### src/rtl/arbiter_pkg.sv
// arbiter_pkg: shared FSM encodings and port indices for memory_arbiter.
package arbiter_pkg;
  typedef enum logic [1:0] {
    IDLE    = 2'b00,
    BUSY    = 2'b01,
    RELEASE = 2'b10
  } state_t;
  localparam logic PORT_INSTR = 1'b0;
  localparam logic PORT_DATA  = 1'b1;
endpackage

### src/rtl/arbiter_picker.sv
// arbiter_picker: combinational winner selection between the two requesters.
// MEMORY_ARBITER_ROUND_ROBIN_EN selects round-robin; otherwise port 1 has fixed priority.
module arbiter_picker
  import arbiter_pkg::*;
(
  input  logic [1:0] req,
  input  logic       lastServed,
  output logic       winner
);
`ifdef MEMORY_ARBITER_ROUND_ROBIN_EN
  always_comb winner = (&req) ? ~lastServed : (req[1] ? PORT_DATA : PORT_INSTR);
`else
  logic unused_last;
  assign unused_last = lastServed;
  always_comb winner = req[1] ? PORT_DATA : PORT_INSTR;
`endif
endmodule

### src/rtl/memory_arbiter.sv
// memory_arbiter: shares one memory port between instruction (0) and data (1) caches.
// Define MEMORY_ARBITER_ROUND_ROBIN_EN for round-robin contention; default is fixed priority to port 1.
module memory_arbiter
  import arbiter_pkg::*;
#(
  parameter int ADDR_WIDTH = 32,
  parameter int DATA_WIDTH = 32
) (
  input  logic                  clk,
  input  logic                  reset,
  input  logic [ADDR_WIDTH-1:0] p0Address,
  input  logic                  p0ReadEnable,
  input  logic                  p0WriteEnable,
  input  logic [DATA_WIDTH-1:0] p0DataIn,
  output logic [DATA_WIDTH-1:0] p0DataOut,
  output logic                  p0Ready,
  input  logic [ADDR_WIDTH-1:0] p1Address,
  input  logic                  p1ReadEnable,
  input  logic                  p1WriteEnable,
  input  logic [DATA_WIDTH-1:0] p1DataIn,
  output logic [DATA_WIDTH-1:0] p1DataOut,
  output logic                  p1Ready,
  output logic [ADDR_WIDTH-1:0] memoryAddress,
  output logic [DATA_WIDTH-1:0] memoryDataOut,
  output logic                  memoryReadEnable,
  output logic                  memoryWriteEnable,
  input  logic [DATA_WIDTH-1:0] memoryDataIn,
  input  logic                  memoryReady
);
  state_t state;
  logic grant, lastServed, winner, busy, g_re, g_we;
  logic [1:0] req;
  logic [ADDR_WIDTH-1:0] g_addr;
  logic [DATA_WIDTH-1:0] g_data;
  assign req = {p1ReadEnable | p1WriteEnable, p0ReadEnable | p0WriteEnable};
  arbiter_picker u_picker (
    .req       (req),
    .lastServed(lastServed),
    .winner    (winner)
  );
`ifdef MEMORY_ARBITER_ROUND_ROBIN_EN
  always_ff @(posedge clk)
    if (reset) lastServed <= PORT_DATA;
    else if (state == BUSY && memoryReady) lastServed <= grant;
`else
  assign lastServed = PORT_DATA;
`endif
  always_ff @(posedge clk) begin
    if (reset) begin
      state <= IDLE;
      grant <= PORT_INSTR;
    end else begin
      case (state)
        IDLE: if (|req) begin
          grant <= winner;
          state <= BUSY;
        end
        BUSY: if (memoryReady) state <= RELEASE;
        default: state <= IDLE;
      endcase
    end
  end
  // Memory side is a pure decode of the registered grant; write masks a simultaneous read.
  always_comb begin
    busy              = state == BUSY;
    g_addr            = grant ? p1Address : p0Address;
    g_data            = grant ? p1DataIn : p0DataIn;
    g_re              = grant ? p1ReadEnable : p0ReadEnable;
    g_we              = grant ? p1WriteEnable : p0WriteEnable;
    memoryAddress     = busy ? g_addr : '0;
    memoryDataOut     = busy ? g_data : '0;
    memoryWriteEnable = busy & g_we;
    memoryReadEnable  = busy & g_re & ~g_we;
    p0DataOut         = (busy && grant == PORT_INSTR) ? memoryDataIn : '0;
    p1DataOut         = (busy && grant == PORT_DATA) ? memoryDataIn : '0;
    p0Ready           = busy & (grant == PORT_INSTR) & memoryReady;
    p1Ready           = busy & (grant == PORT_DATA) & memoryReady;
  end
endmodule

### config.mk
export PLATFORM = sky130hd
export DESIGN_NAME = memory_arbiter
export DESIGN_NICKNAME = d
export VERILOG_FILES = /design/src/rtl/arbiter_pkg.sv /design/src/rtl/arbiter_picker.sv /design/src/rtl/memory_arbiter.sv
export SDC_FILE = /design/constraint.sdc
export NUM_CORES = 1
export LEC_CHECK = 0
export BUFFER_PORTS_ARGS = -buffer_cell sky130_fd_sc_hd__buf_2
export CAP_MARGIN = 20
export CORE_AREA = 3 3 115 117
export DETAILED_ROUTE_END_ITERATION = 7
export DIE_AREA = 0 0 118 120
export GPL_ROUTABILITY_DRIVEN = 0
export GPL_TIMING_DRIVEN = 0
export PLACE_DENSITY = 0.5
export SLEW_MARGIN = 20
export SYNTH_ARGS = -nofsm -noshare
export SYNTH_HDL_FRONTEND = slang
export SYNTH_SLANG_ARGS = --single-unit
### constraint.sdc
create_clock -name clk -period 1.6 [get_ports clk]
set_input_delay 0.32 -clock clk [delete_from_list [all_inputs] [get_ports clk]]
set_output_delay 0.32 -clock clk [all_outputs]
set_load 0.02 [all_outputs]
# == Word level (Yosys, flattened, before mapping) ==
# Cells that the tools add are included.
# classes
reduce_logical,6
bitwise_logic,11
n_mux,12
n_eq_ne,3
# op_table
operator,count
$mux 32,6
$and 1x1->1,7
$mux 2,2
$ne 2x2->1 const B,2
$pmux 2 s2,1
$reduce_and 2->1,2
$mux 1,3
$eq 2x1->1 const B,1
$logic_and 1x1->1,2
$logic_not 2->1,1
$not 1->1,2
$or 1x1->1,2
$reduce_or 2->1,1
# totals
elab_cells,34
inputBits,167
ff_bits,3

# == Longest topological paths before layout ==
# Gate-level depths: netlist of the first run.
# logic_depth
depth_word,4
ltp_mapped,5

# == Modules after synthesis ==
# Synthesis of the first run repeated with hierarchy kept, for this count alone.
# unflattened
cells_unflattened,244
area_unflattened_um2,1706.6
# modules_own_cells
mod,n_inst,cells_each,area_each_um2
memory_arbiter,1,243,1699.1
arbiter_picker,1,1,7.5

# == Least setup slack after synthesis of the first run ==
# No wires, ideal clock.
# synth_timing
path_kind,register to output
start,register state[1]
end,output memoryAddress[22]
path_buffers,2
stages_incl_launch_ff,5
arrival_ps,1106
setup_slack_ps,174
required_ps,1280
cell_sequence,dfxtp_1 nand2b_2 buf_6 buf_6 nor2_1
# synth_between
elab_chain_len,2
# synth_lines
element,line_no,source
"start, declared",memory_arbiter.sv:30,state_t state;
"start signal, assigned",memory_arbiter.sv:50,state <= IDLE;
"start signal, assigned",memory_arbiter.sv:56,state <= BUSY;
"start signal, assigned",memory_arbiter.sv:58,BUSY: if (memoryReady) state <= RELEASE;
$eq 2x1->1,memory_arbiter.sv:65,busy = state == BUSY;
$mux 32,memory_arbiter.sv:70,memoryAddress = busy ? g_addr : '0;
"end, declared",memory_arbiter.sv:23,"output logic [ADDR_WIDTH-1:0] memoryAddress,"
# Every way passes these cells.

# == Worst setup path in the final report of the first run ==
# layout_timing
start,register grant
end,output memoryAddress[14]
# layout_between
elab_chain_len,2
# layout_lines
element,line_no,source
"start, declared",memory_arbiter.sv:31,"logic grant, lastServed, winner, busy, g_re, g_we;"
"start signal, assigned",memory_arbiter.sv:55,grant <= winner;
$mux 32,memory_arbiter.sv:66,g_addr = grant ? p1Address : p0Address;
$mux 32,memory_arbiter.sv:70,
# Every way passes these cells.

==> impl_results.md, run 1 <==
* Status: finished with violations
* Failing checks: negative setup slack
* Clock tree buffer depth at 2
* Largest net degree at the start of global routing at 11
* Die height at 120 um
* Detailed Route Iter0 Violations at 79
* Post-route ant nets at 0
* Number of placed I/O pins at 299
* Mapped Cells at 240
* Fin nets at 726
* H-Tree Depth at 1
* GRT Util Overall at between 10% and 20%
* # fillers at 1,261
* Sequential cell area at 68.8 um2
* Core Region at approximately 12,000 um2
* Synthesized area at 1680 um2
* Chip width at 118 um
* Yosys top cell by area: mux2i_1
* R2R Setup Slk at 500 ps
* Data arrival time of the worst path at 1380 ps
* Fraction of layout cells with a size suffix above 1 at 75.1%
* Synth top area cells: mux2i_1 (39%), nor2_1 (16%), and3_1 (12%), and2_1 (12%), buf_6 (9.4%)
* Multi-input gate area at 1700 um2
* Async SR Flop Fraction at 0%
* Post-Place Cells at 710
* Final worst slack at -97.1 ps
* Max-slew violations at 0
* Drt total wl at ~10,000 um
* HP Start: reset
* Synth Register Bits at 3
* Final hold vios at 0
* Worst endpoint required time at ~1300 ps
* Die area at roughly 14,000 um2
* Clock skew at 1.24 ps
* CP max FO at 6
* Peak VDD IR at 0.335 mV
* Diodes inserted at 0
* Warnings from Yosys at 0
* Vias at roughly 3,000
* Mapped Nets at slightly above 400
* Layout area overhead at 173%
* Worst setup EP type: output port
* Worst skew pair latency at 230 ps
* TNS Setup at -5040 ps
* Synth top cells by count: nor2_1 (71), mux2i_1 (65), and3_1 (33), and2_1 (32), buf_6 (14)
* Max cap viols at 0
* DR vias/cell at 4.08
* First drt pass iteration count at 4
* Initial antenna violation count at 0
* Clock sinks at 3
* Grt ovf at 0
* R2R cell count at 5
* Crit path kind: flop to output port
* Worst Hold End: state[1]$_SDFFE_PP0P_
* Hold WS at ~280 ps
* Primary FF master, synth: dfxtp_1
* Vias in the first global route at 2,969
* Slew Limit Headroom at 79.8%
* RSZ-0062 raised after global routing: true
* Pre-CTS worst setup slack at -69.7 ps
* Cts hold-fix bufs at 0
* Worst r2r src: state[1]$_SDFFE_PP0P_
* Slew @ Worst Pin at 298 ps
* Wire per inst at 14.4 um
* Reg-to-reg critical path endpoint: state[1]$_SDFFE_PP0P_
* Pwr Density at 499 nW/um2
* Starting Density at 13.5%
* DP Wirelength at 7680 um
* I/O Buffers at a little under 300
* Final setup violation count at 125
* Fmax at 589 MHz
* Rows at about 40
* Non-filler cells in the finished layout at 730
* Mean post-synth cell area at 7.01 um2
* Lkg Pwr at 2.47 nW
* TritonCTS clock tree: yes
* First-pass GRT wire length at 14,900 um
* Hold Path Cell Cnt at 2
* Most common cell in the netlist: nor2_1
* Tmin final at 1700 ps
* Final Util at 36.9%
* Hold Path Class: input port to flop
* Clock Pin Slew Worst Setup and Hold Paths at 30 ps
* Final Cycle Share at 106%
* EDFF count, synth at 0
* Unique cell type count in the Yosys netlist at 21
* TritonCTS buffer count at 3
* Register area share after synthesis at ~3.6%
* Synth top area share at 38.7%
* Clock root cell: clkbuf_16
* Post-route DRC at 0
* CP startpoint kind: flop
report_power, final:
group	internal (mW)	switching, mW	total, mW
Clock	0.329	0.0724	0.402
Sequential	0.0821	0.0128	0.0949
Combinational	0.937	0.861	1.80
kinds of logic after synthesis:
family / Yosys count / synth area share (%)
simple gates: 141 / 42.5
flops: 3 / 3.57
buf+inv: 26 / 13.1
compound gates: 5 / 2.16
mux: 65 / 38.7
how the worst max path moves through the flow:
stage,start,to,slack [ps],cells past startpoint
after floorplan,state[1]$_SDFFE_PP0P_,memoryAddress[22],170,4
after global placement,grant$_SDFFE_PP0P_,memoryAddress[14],-50,6
after detailed placement,grant$_SDFFE_PP0P_,memoryAddress[14],-70,6
after CTS,grant$_SDFFE_PP0P_,memoryAddress[14],-130,6
after global routing,grant$_SDFFE_PP0P_,memoryAddress[14],-140,5
final,grant$_SDFFE_PP0P_,memoryAddress[14],-100,5
flip-flops by register name (all words and copies together) (netlist names):
| register | flops |
|---|---|
| state | 2 |
| grant | 1 |
critical path, cell delays in order, from the launching register on:
cell	delay, ps
dfxtp_4	390
buf_12	170
buf_12	130
mux2i_4	230
nor2_1	60
buf_4	160
layer usage:
| layer | up-vias | share of wire (%) | track usage [%] |
|---|---|---|---|
| li1 | 1452 | - | - |
| met4 | 0 | 1.7 | 3.30 |
| met3 | 17 | 6.4 | 1.98 |
| met2 | 172 | 57 | 26.1 |
| met1 | 1334 | 35 | 13.3 |
| met5 | - | 0 | 0 |
through the flow:
stage | power, mW | area [um2]
3_5_place_dp | 1.40 | 3390
2_1_floorplan | 0.887 | 1680
4_1_cts | 2.16 | 4270
3_3_place_gp | 1.39 | 3390
5_1_grt | 2.42 | 4600
6_report | 2.29 | 4600
cell usage in the layout, fill, tap and decap left out:
cell type and n:
clkbuf_1 1, a2111oi_1 1, a32oi_1 1, and3_4 25, buf_8 7, clkbuf_8 1, nand2_4 1, nand2b_4 1
and3_1 8, buf_16 3, and2b_4 1, buf_6 73, o31ai_1 1, mux2i_2 6, buf_12 9, o21ai_0 1
mux2i_1 56, nor2_4 2, dfxtp_4 2, clkbuf_16 5, nor4b_1 1, buf_2 220, mux2i_4 3, a21oi_1 1
nor2_1 67, inv_1 1, dfxtp_2 1, and2_4 32, buf_4 24, nor2_2 3
what timing repair did:
action | CTS | global route
endpoints found under the setup margin | 129 | 131
gates resized for setup | 195 | 78
pin swaps | 4 | 45
hold endpoints to repair | 0 | 0
setup buffers | 5 | 2
gates cloned | 8 | 2
final cells by class:
class | count | area share, %
plain buffers | 24 | 7.16
clock buffers | 4 | 1.71
inverters | 1 | 0.0817
multi-input cells | 211 | 36.9
flip-flops and latches | 3 | 1.50
well taps | 172 | 4.68
repair buffers | 315 | 48.0
Note: power is estimated with default switching activity, not from simulation.
==> run 2: changes to the inputs <==
ABC_AREA = 1   (was not set)
CORE_AREA = 2 2 115 117   (was 3 3 115 117)
DIE_AREA = 0 0 117 119   (was 0 0 118 120)
PLACE_DENSITY = not set   (was 0.5)
PLACE_DENSITY_LB_ADDON = 0.1   (was not set)
==> impl_results.md, run 2 <==
* Synth Register Bits at 3
* Warnings from Yosys at 0
* Die height at 119 um
* Worst endpoint required time at 1280 ps
* Proportion of synthesized area in mux cells at 0%
* Synth Area in XOR/XNOR at 0%
* First-pass GRT wire length at 14,300 um
* Wire per inst at 12.8 um
* Status: finished with violations
* Cts hold-fix bufs at 0
* R2R Setup Slk at around 600 ps
* Post-route DRC at 0
* Fraction of layout cells with a size suffix above 1 at a little over two thirds
* Commonest non-fill, non-tap cell in the layout: buf_2
* CP max FO at 5
* Failing checks: negative setup slack
* Peak VDD IR at 0.337 mV
* Mean post-synth cell area at 4.28 um2
* Grt ovf at 0
* Number of placed I/O pins at 299
* Die area at 13,900 um2
* Yosys top cell by area: nand2_1
* Main combinational cell family by area after synthesis: simple AND/OR/NAND/NOR gates
* Initial antenna violation count at 0
* Layout area overhead at 234%
* Mapped Nets at 517
* GRT Util Overall at 12.7%
* Final Cycle Share at 115%
* TNS Setup at -19,940 ps
* Largest net degree at the start of global routing at 11
* Register area share after synthesis at 4.01%
* Final setup violation count at ~130
* Vias at 3,443
* H-Tree Depth at 1
* Crit path kind: flop to output port
* TritonCTS clock tree: yes
* Clock sinks at 3
* Lkg Pwr at roughly 2.9 nW
* Fmax at 542 MHz
* Starting Density at about an eighth
* CP startpoint kind: flop
* Fin nets at 843
* Synthesized area at between 1000 and 1500 um2
* Mapped Cells at 350
* # fillers at 1,363
* Core Region at 12,900 um2
* Synth top area share at between 30% and 40%
* Clock Pin Slew Worst Setup and Hold Paths at 30 ps
* Synth Area in Simple Gates at 75.4%
* Final worst slack at -246 ps
* Clock tree buffer depth at 2
* Synth top area cells: nand2_1 (35%), nand3_1 (21%), nor2_1 (18%), inv_1 (9.0%), dfxtp_1 (4.0%)
* DR vias/cell at 4.05
* Tmin final at 1850 ps
* Clock skew at ~2.3 ps
* Post-route ant nets at 0
* First drt pass iteration count at 4
* DP Wirelength at 7750 um
* Detailed Route Iter0 Violations at 68
* Final hold vios at 0
* Largest regs: state x2, grant x1
* Data arrival time of the worst path at roughly 1500 ps
* Diodes inserted at 0
* Post-Synth Adder-Cell Area at 0%
* Slew @ Worst Pin at 422 ps
* Chip width at 117 um
* Hold Path Class: input port to flop
* Worst skew pair latency at 220 ps
* Unique cell type count in the Yosys netlist at 16
* Rows at 42
* Register bank with the most flops: state
* RSZ-0062 raised after global routing: true
* Most common cell in the netlist: nand2_1
* Max cap viols at 0
* Clock root cell: clkbuf_16
* Max reg flops at 2
* Pwr Density at 521 nW/um2
* EDFF count, synth at 0
* Slew Limit Headroom at 71.8%
* Most frequent cells in the layout: buf_2 (169), buf_6 (96), nand2_2 (80), nand3_1 (64), buf_4 (49)
* Synth Area in Compound Gates at 1.67%
* I/O Buffers at 298
* Max-slew violations at 0
* Primary FF master, synth: dfxtp_1
* Vias in the first global route at roughly 3,200
* Async SR Flop Fraction at 0%
* Pre-CTS worst setup slack at -263 ps
* Worst setup EP type: output port
* Drt total wl at 10,900 um
* Synth top cells by count: nand2_1 (138), nor2_1 (70), nand3_1 (64), inv_1 (36), clkbuf_1 (14)
* TritonCTS buffer count at 3
run 2: cell families (layout without fill, tap and decap cells):
| kind of cell | count (synthesis) | count (layout) |
|---|---|---|
| AOI/OAI and AO/OA | 5 | 5 |
| DFF | 3 | 3 |
| and+or+nand+nor | 276 | 276 |
| buffers and inverters | 66 | 391 |
run 2: cell type report:
type | count | area [um2] | share of cell area [%]
timing repair buffer | 321 | 2500 | 50.0
multi-input combinational | 281 | 1650 | 32.9
buffer | 28 | 349 | 6.97
tap | 176 | 220 | 4.40
inverter | 38 | 148 | 2.95
clock buffer | 4 | 78.8 | 1.57
sequential | 3 | 61.3 | 1.22
run 2: worst max-delay path, stage by stage, from the launching register on:
cell       delay, ps
dfxtp_2          320
inv_2             40
nor2_4           110
inv_2             60
nor2_4           120
buf_12           140
clkbuf_16        140
clkbuf_16        140
nand2_2           50
nand2_2           70
buf_6            120
run 2: stage by stage:
stage | hold WS, ps | total power, mW | cell area, um2 | util, % | instances
detailed placement | 554 | 1.38 | 3210 | 24.9 | 824
global placement | 547 | 1.38 | 3210 | 24.9 | 824
floorplan | 389 | 0.827 | 1500 | - | 350
CTS | 331 | 2.22 | 4170 | 32.4 | 836
finish | 334 | 2.61 | 5010 | 38.9 | 851
global route | 335 | 2.77 | 5010 | 38.9 | 851
run 2: layer usage:
metal / vias to the layer above / share of wire [%] / global-route usage, % / wire (um)
li1: 1714 / - / - / -
met1: 1553 / 35 / 12.7 / 3770
met2: 174 / 57 / 26.4 / 6180
met3: 2 / 7.9 / 2.49 / 862
met4: 0 / 0.52 / 1.99 / 56
met5: - / 0 / 0 / 0
run 2: what timing repair did:
| item | 4_1_cts | 5_1_grt |
|---|---|---|
| pin swaps | 3 | 11 |
| buffers inserted | 3 | 8 |
| resized for setup | 266 | 197 |
| hold endpoints to repair | 0 | 0 |
| gates cloned | 5 | 7 |
| endpoints found under the setup margin | 132 | 132 |
run 2: where the power goes:
part,internal [mW],total [mW],switching [mW]
combinational,1.04,2.13,1.09
sequential,0.0826,0.0865,0.00393
clock,0.329,0.394,0.0658
total,1.45,2.61,1.16
run 2: worst paths after layout:
kind / cells after the start / to / startpoint
setup / recovery: 10 / memoryDataOut[15] / state[0]$_SDFFE_PP0P_
hold / removal: 2 / state[0]$_SDFFE_PP0P_ / reset
setup reg to reg: 6 / state[0]$_SDFFE_PP0P_ / state[0]$_SDFFE_PP0P_
hold reg to reg: 3 / state[0]$_SDFFE_PP0P_ / state[0]$_SDFFE_PP0P_
==> run 3: changes to the inputs <==
CELL_PAD_IN_SITES_DETAIL_PLACEMENT = 1   (was not set)
CELL_PAD_IN_SITES_GLOBAL_PLACEMENT = 1   (was not set)
==> impl_results.md, run 3 (same netlist as run 2, synthesis figures left out) <==
* Peak VDD IR at 0.276 mV
* Post-Place Cells at 824
* R2R cell count at 6
* Met1 WL at 3820 um
* Worst Hold End: state[0]$_SDFFE_PP0P_
* Clock sinks at 3
* Max cap viols at 0
* Commonest non-fill, non-tap cell in the layout: buf_2
* Worst path slowest cell: dfxtp_2
* Clock tree buffer depth at 2
* Slew Limit Headroom at 71.6%
* Clock root cell: clkbuf_16
* CP max FO at 5
* Max incr delay on CP at approximately 320 ps
* Die height at around 120 um
* TritonCTS buffer count at 3
* Drt total wl at 11,500 um
* Final setup violation count at 130
* Core Region at approximately 13,000 um2
* R2R Setup Slk at ~540 ps
* DR vias/cell at 4.07
* Lkg Pwr at between 2 and 3 nW
* Total power at 2.39 mW
* Clock Pin Slew Worst Setup and Hold Paths at 30 ps
* Wire per inst at 13.5 um
* Non-filler cells in the finished layout at 847
* Crit path max-delay family: buffers and inverters
* Pwr Density at 517 nW/um2
* WP buf/inv at 5
* Post-route DRC at 0
* Initial antenna violation count at 3
* Number of placed I/O pins at 299
* Crit path kind: flop to output port
* Max-slew violations at 0
* Die area at 13,900 um2
* First-pass GRT wire length at 16,000 um
* H-Tree Depth at 1
* I/O Buffers at approximately 300
* Data arrival time of the worst path at 1510 ps
* Starting Density at 11.6%
* Worst endpoint required time at approximately 1300 ps
* Slew @ Worst Pin at 426 ps
* Met2 wire len at 6400 um
* Post-route ant nets at 0
* Most frequent cells in the layout: buf_2 (168), nand2_1 (108), buf_6 (87), nand3_1 (64), buf_4 (62)
* Largest net degree at the start of global routing at 11
* Final worst slack at -234 ps
* Chip width at 117 um
* Detailed Route Iter0 Violations at between 60 and 70
* Tmin final at 1830 ps
* Crit path cell chain: inv_2, nor2_4, inv_2, nor2_4, clkbuf_16, clkbuf_16, nand2_4, nand2_2, buf_6
* Hold Path Class: input port to flop
* First drt pass iteration count at 3
* Worst setup EP type: output port
* Final hold vios at 0
* RSZ-0062 raised after global routing: true
* DP Wirelength at 9020 um
* Fraction of layout cells with a size suffix above 1 at 60.3%
* HP Start: reset
* Layout area overhead at 208%
* Cts hold-fix bufs at 0
* GRT Util Overall at 14.3%
* Clock skew at 1.27 ps
* Vias at 3,450
* CP startpoint kind: flop
* Fmax at between 500 and 600 MHz
* WL met3 at 1070 um
* Register bank with the most flops: state
* Worst skew pair latency at around 220 ps
* Reg-to-reg critical path endpoint: state[0]$_SDFFE_PP0P_
* Max reg flops at 2
* TritonCTS clock tree: yes
* Fin nets at 836
* Status: finished with violations
* Worst r2r src: state[0]$_SDFFE_PP0P_
* Top sig layer: met4
* Failing checks: negative setup slack
* Rows at 42
* Hold Path Cell Cnt at 2
* Vias in the first global route at 3,448
* Final Cycle Share at 115%
* Largest regs: state x2, grant x1
* Grt ovf at 0
==> run 3: changes by cell type in the layout (fill, tap and decap cells not counted), sizes merged <==
cell    change
clkbuf      -7
diode       +3
==> run 3: layout make-up <==
cell class                      count  area [um2]
Tap cell                          176         220
Timing Repair Buffer              315        2340
Clock buffer                        4        78.8
Fill cell                        1693        8260
Inverter                           38         145
Sequential cell                     3        61.3
Multi-Input combinational cell    281        1420
Buffer                             27         334
Antenna cell                        3        7.51
==> run 3: worst max-delay path by stage <==
stage                                from                 to  cells past startpoint
floorplan           state[0]$_SDFFE_PP0P_      p0DataOut[10]                      7
global placement       grant$_SDFFE_PP0P_  memoryDataOut[13]                      6
detailed placement     grant$_SDFFE_PP0P_  memoryDataOut[15]                      6
CTS                 state[0]$_SDFFE_PP0P_   memoryAddress[3]                      9
global route        state[0]$_SDFFE_PP0P_   memoryDataOut[8]                      9
finish              state[0]$_SDFFE_PP0P_  memoryDataOut[19]                      9
==> run 3: stage by stage <==
stage / setup WS (ps) / TNS, ps / util (%) / hold slack, ps / area, um2
final: -234 / -22850 / 35.8 / 296 / 4610
after global routing: -345 / -35460 / 35.8 / 305 / 4610
after CTS: -251 / -24350 / 31.2 / 298 / 4020
after detailed placement: -246 / -17590 / 24.9 / 527 / 3210
after global placement: -219 / -11780 / 24.9 / 532 / 3210
after floorplan: 95.9 / 0 / - / 389 / 1500
==> run 3: what timing repair did <==
item | in CTS | in global routing
endpoints found under the setup margin | 132 | 132
gates cloned | 1 | 5
resized for setup | 209 | 155
setup buffers | 8 | 3
pin swaps | 2 | 9
==> run 3: worst register-to-register path: stages, from the launching register on <==
cell and delay, ps:
dfxtp_2 320, inv_2 40, nor2_4 90, buf_4 130, buf_4 190, nand2_1 70, a21oi_1 140
==> run 3: where the power goes <==
part           total [mW]  internal (mW)  switching [mW]
Combinational        1.91          0.911           0.999
Clock               0.390          0.328          0.0619
Sequential         0.0860         0.0826         0.00341
==> run 3: per-layer routing <==
metal	up-vias	global-route usage [%]
met5	-	0
met4	0	3.38
met3	10	4.27
met2	166	28.6
met1	1565	13.8
li1	1709	-
